[src/rtl/muldiv_seq.sv]
// rtl/muldiv_seq.sv - multi-cycle unsigned MUL/DIV unit with its sequencer
module muldiv_seq #(
  parameter int XLEN  = 32,
  parameter int CNT_W = 5
) (
  input  logic              clk,
  input  logic              rst,
  input  logic              valid,
  input  logic              mode,
  input  logic [XLEN-1:0]   in_A,
  input  logic [XLEN-1:0]   in_B,
  output logic              busy,
  output logic              ready,
  output logic [2*XLEN-1:0] out
);

  typedef enum logic [1:0] {S_IDLE, S_MUL, S_DIV, S_OUT} state_t;

  state_t              r_state;
  state_t              w_next;
  logic [CNT_W-1:0]    r_cnt;
  logic [XLEN-1:0]     r_b;
  logic [2*XLEN-1:0]   r_acc;
  logic [XLEN:0]       r_rem;
  logic [XLEN-1:0]     r_quo;
  logic [2*XLEN-1:0]   r_out;

  logic                w_last;
  logic [XLEN:0]       w_sum;
  logic [2*XLEN-1:0]   w_acc_next;
  logic [XLEN+1:0]     w_rem_sh;
  logic [XLEN+1:0]     w_t;
  logic                w_take;
  logic [XLEN:0]       w_rem_next;
  logic [XLEN-1:0]     w_quo_next;

  assign w_last = (r_cnt == CNT_W'(XLEN - 1));

  // Shift-add step: conditional add of B into the upper half, then shift
  // the carry-extended accumulator right by one.
  assign w_sum      = {1'b0, r_acc[2*XLEN-1:XLEN]} + (r_acc[0] ? {1'b0, r_b} : {(XLEN+1){1'b0}});
  assign w_acc_next = {w_sum, r_acc[XLEN-1:1]};

  // Restoring-divide step: shift the next dividend bit into rem, trial
  // subtract B, keep the difference only when it did not go negative.
  // The extra top bit on the trial subtraction makes its sign unambiguous.
  assign w_rem_sh   = {r_rem, r_quo[XLEN-1]};
  assign w_t        = w_rem_sh - {2'b00, r_b};
  assign w_take     = ~w_t[XLEN+1];
  assign w_rem_next = w_take ? w_t[XLEN:0] : w_rem_sh[XLEN:0];
  assign w_quo_next = {r_quo[XLEN-2:0], w_take};

  assign out = r_out;

  // State register; reset aborts any operation in flight.
  always_ff @(posedge clk) begin
    if (rst) begin
      r_state <= S_IDLE;
    end else begin
      r_state <= w_next;
    end
  end

  // Next-state logic: the state itself remembers the latched mode.
  always_comb begin
    w_next = r_state;
    case (r_state)
      S_IDLE:  if (valid) w_next = mode ? S_DIV : S_MUL;
      S_MUL:   if (w_last) w_next = S_OUT;
      S_DIV:   if (w_last) w_next = S_OUT;
      S_OUT:   w_next = S_IDLE;
      default: w_next = S_IDLE;
    endcase
  end

  // Status outputs decoded from the current state.
  always_comb begin
    busy  = (r_state != S_IDLE);
    ready = (r_state == S_OUT);
  end

  // Datapath: operand capture in IDLE, one iteration per cycle while
  // working; the final result is captured on the last iteration so it is
  // valid during OUT and holds afterwards.
  always_ff @(posedge clk) begin
    if (rst) begin
      r_cnt <= '0;
      r_b   <= '0;
      r_acc <= '0;
      r_rem <= '0;
      r_quo <= '0;
      r_out <= '0;
    end else begin
      case (r_state)
        S_IDLE: begin
          if (valid) begin
            r_b   <= in_B;
            r_acc <= {{XLEN{1'b0}}, in_A};
            r_rem <= '0;
            r_quo <= in_A;
            r_cnt <= '0;
          end
        end
        S_MUL: begin
          r_acc <= w_acc_next;
          r_cnt <= r_cnt + 1'b1;
          if (w_last) r_out <= w_acc_next;
        end
        S_DIV: begin
          r_rem <= w_rem_next;
          r_quo <= w_quo_next;
          r_cnt <= r_cnt + 1'b1;
          if (w_last) r_out <= {w_rem_next[XLEN-1:0], w_quo_next};
        end
        default: begin
        end
      endcase
    end
  end

endmodule

[config.mk]
export PLATFORM = sky130hd
export DESIGN_NAME = muldiv_seq
export DESIGN_NICKNAME = d
export VERILOG_FILES = /design/src/rtl/muldiv_seq.sv
export SDC_FILE = /design/constraint.sdc
export NUM_CORES = 1
export LEC_CHECK = 0
export CAP_MARGIN = 30
export CORE_MARGIN = 3
export CORE_UTILIZATION = 51
export DETAILED_ROUTE_END_ITERATION = 8
export GPL_ROUTABILITY_DRIVEN = 0
export PLACE_DENSITY = 0.82
export SLEW_MARGIN = 5
export SYNTH_ARGS = -nofsm -noshare
export SYNTH_HDL_FRONTEND = slang
export SYNTH_SLANG_ARGS = --single-unit
[constraint.sdc]
create_clock -name clk -period 3.7 [get_ports clk]
set_clock_uncertainty 0.15 [all_clocks]
set_input_delay 0.925 -clock clk [delete_from_list [all_inputs] [get_ports clk]]
set_output_delay 0.925 -clock clk [all_outputs]
set_load 0.03 [all_outputs]
==> flow_summary.ini <==
[floorplanning]
fp.dieH_um = 168
chipWidth_um = 168
core_area_um2 = 25500
dieArea_um2 = 28200
start_util = 0.525
row_count = 58
ioPinCount = 134

[clock_network]
clk_latency_ns = 0.54
cts_sinks = 232
cts_buffer_depth = 3
holdBufCountCts = 0
htree_levels = 1
cts.clk_slew.worst_paths_ns = 0.07
cts-root-buf = clkbuf_16
tritoncts = built
cts_made_buffers = 26

[timing]
finalSetupTns_ns = 0
rsz0062_at_grt = false
min_period_ns = 3.54
holdWs_ns = 0.320
fmax_mhz = 282
finalCritPeriodShare = 0.958
drv_slew = 0
hold_viol = 0
worstMarginPinSlew_ns = 0.935
setup_viol_count_final = 0
slew_headroom = 0.377

[drt]
vias_per_cell = 6.13
ant_nets = 0
drc_errors = 0
wl_um = 38800
dr.pass1.iters = 6
num_vias = 12611
drt_iter0_markers = 1254
routedWlPerCell_um = 18.9

[global_route]
grt_max_degree = 113
antenna_found_initial = 1
use_met3 = 0.0526
grt_pass1_vias = 11923
grt_pass1_wl_um = 62400
grt_util_met1 = 0.359
globalRouteMet2Util = 0.418
busiest_layer = met2
overflow = 0
grt.total_usage = 0.263

[logic_synthesis]
yosys-top-cells-count = dfxtp_1 (232), nor2_1 (194), a21oi_1 (150)
synth.cell_area_um2 = 13400
ys_ff_latch = 232
ys_seq_area_frac = 0.348
netlist.area_leader.share = 0.348
synth.distinct_cells = 70
syn-num-nets = 1772
yosysMostFrequentCell = dfxtp_1
syn_area_per_cell_um2 = 8.19
synth-async-reset-ratio = 0
synth_area_leader_cell = dfxtp_1
yosysWarnings = 0
syn_inst = 1632
synth_ff_type = dfxtp_1
synth_area_leaders = dfxtp_1 (35%), mux2i_1 (7.7%), ha_1 (6.6%), a211oi_1 (5.9%), a21oi_1 (5.6%)
synth_edf_count = 0

[place]
place_inst = 2009
port_buffers = 133
placed_cell_area_um2 = 15000
dp_hpwl_um = 27200

[pwr]
vdd_drop_max_v = 0.000526
p_leak_nw = 6.23
power_density_nw_per_um2 = 590
power_mw = 9.38

[layout]
nNetsFinal = 1847
drive_gt1_frac = 0.0655
instances_no_fill = 2056
num_antenna_cells = 0
areaGrowthSynthToFinish_pct = 18.9
final_cell_area_um2 = 15900
num-fill-cells = 2100

[status]
status = finished, final reports clean

[setup_path]
worst_ep_arrival_time_ns = 3.84
cp_max_fo = 4
critPathCaptureType = flip-flop
crit_required_ns = 4.00
worstSetupPathType = flip-flop to flip-flop
startpoint_type = flip-flop

[min_path]
hp-class = flip-flop to flip-flop

[flow_run]
cap_violations = 0
[cell families after synthesis]
kind of cell | share of synthesized area
flops | 0.348
xor+xnor | 0.0414
compound gates | 0.251
mux | 0.0853
fa+ha+maj | 0.0685
simple gates | 0.154
buf+inv | 0.0525
[layout by cell type (no fill, tap or decap), types with 10 or more instances in the layout]
master and count:
dfxtp_1 232, nor2_1 194, a21oi_1 148, nand2_1 145, clkdlybuf4s50_1 132, mux2i_1 103
a211oi_1 103, ha_1 68, o21ai_0 65, inv_1 59, xnor2_1 41, a22oi_1 38
and2_1 35, a21o_1 35, buf_4 27, clkbuf_16 26, a31oi_1 22, nand3_1 20
xor2_1 19, o22ai_1 18, nand4_1 14, nor2b_1 12, nor3_1 12, and3_1 10
o211ai_1 10
[layer usage]
layer | wire length [um] | up-vias | share of wire
met1 | 16500 | 5951 | 0.43
met3 | 3490 | 91 | 0.090
met4 | 1240 | 2 | 0.032
met2 | 17600 | 575 | 0.45
li1 | - | 5992 | -
met5 | 11 | - | 0.00028
[power by group]
group / total, mW / leakage [nW] / switching [mW] / internal, mW
logic: 3.49 / 3.90 / 2.16 / 1.33
registers: 3.15 / 1.89 / 0.294 / 2.86
clock network: 2.74 / 0.444 / 1.10 / 1.64
total: 9.38 / 6.23 / 3.55 / 5.82
[final timing paths]
path / from / to / slack, ns / cells past startpoint
hold / removal: r_b[24]$_SDFFE_PP0P_ / r_b[24]$_SDFFE_PP0P_ / 0.32 / 2
setup reg to reg: r_quo[31]$_SDFFE_PP0P_ / out[60]$_SDFFE_PP0P_ / 0.16 / 14
hold reg to reg: r_b[24]$_SDFFE_PP0P_ / r_b[24]$_SDFFE_PP0P_ / 0.32 / 2
setup / recovery: r_quo[31]$_SDFFE_PP0P_ / out[60]$_SDFFE_PP0P_ / 0.16 / 14
[per-stage QoR]
stage,setup WS [ns],util
2_1_floorplan,0.540,-
3_3_place_gp,0.215,0.586
3_5_place_dp,0.0874,0.587
4_1_cts,0.0409,0.623
5_1_grt,0.00289,0.624
6_report,0.157,0.624
[critical path, stage by stage (launching register included)]
cell	delay [ns]
dfxtp_1	0.32
inv_1	0.05
ha_1	0.16
inv_1	0.06
fa_1	0.44
a211oi_1	0.29
o211ai_1	0.26
a211oi_1	0.38
o41ai_2	0.15
o22ai_1	0.29
o21ai_1	0.17
a21oi_1	0.20
xnor2_1	0.13
mux2i_1	0.12
a311oi_1	0.25
[sequential cells by signal (all words and copies together), names as in the netlist]
signal,count
out,64
r_cnt,5
r_acc,64
r_rem,33
r_quo,32
r_state,2
r_b,32
[area by class of cell]
type | count | area, um2 | share of cell area
sequential | 232 | 4640 | 0.292
multi-input combinational | 1223 | 8080 | 0.508
tap | 330 | 413 | 0.0260
timing repair buffer | 165 | 1630 | 0.102
clock inverter | 11 | 150 | 0.00945
inverter | 59 | 221 | 0.0139
clock buffer | 36 | 758 | 0.0477
[timing repair]
item,4_1_cts,5_1_grt
gates resized for setup,0,6
buffers inserted,0,0
setup endpoints to repair,0,13
Note: power is estimated with default switching activity, not from simulation.
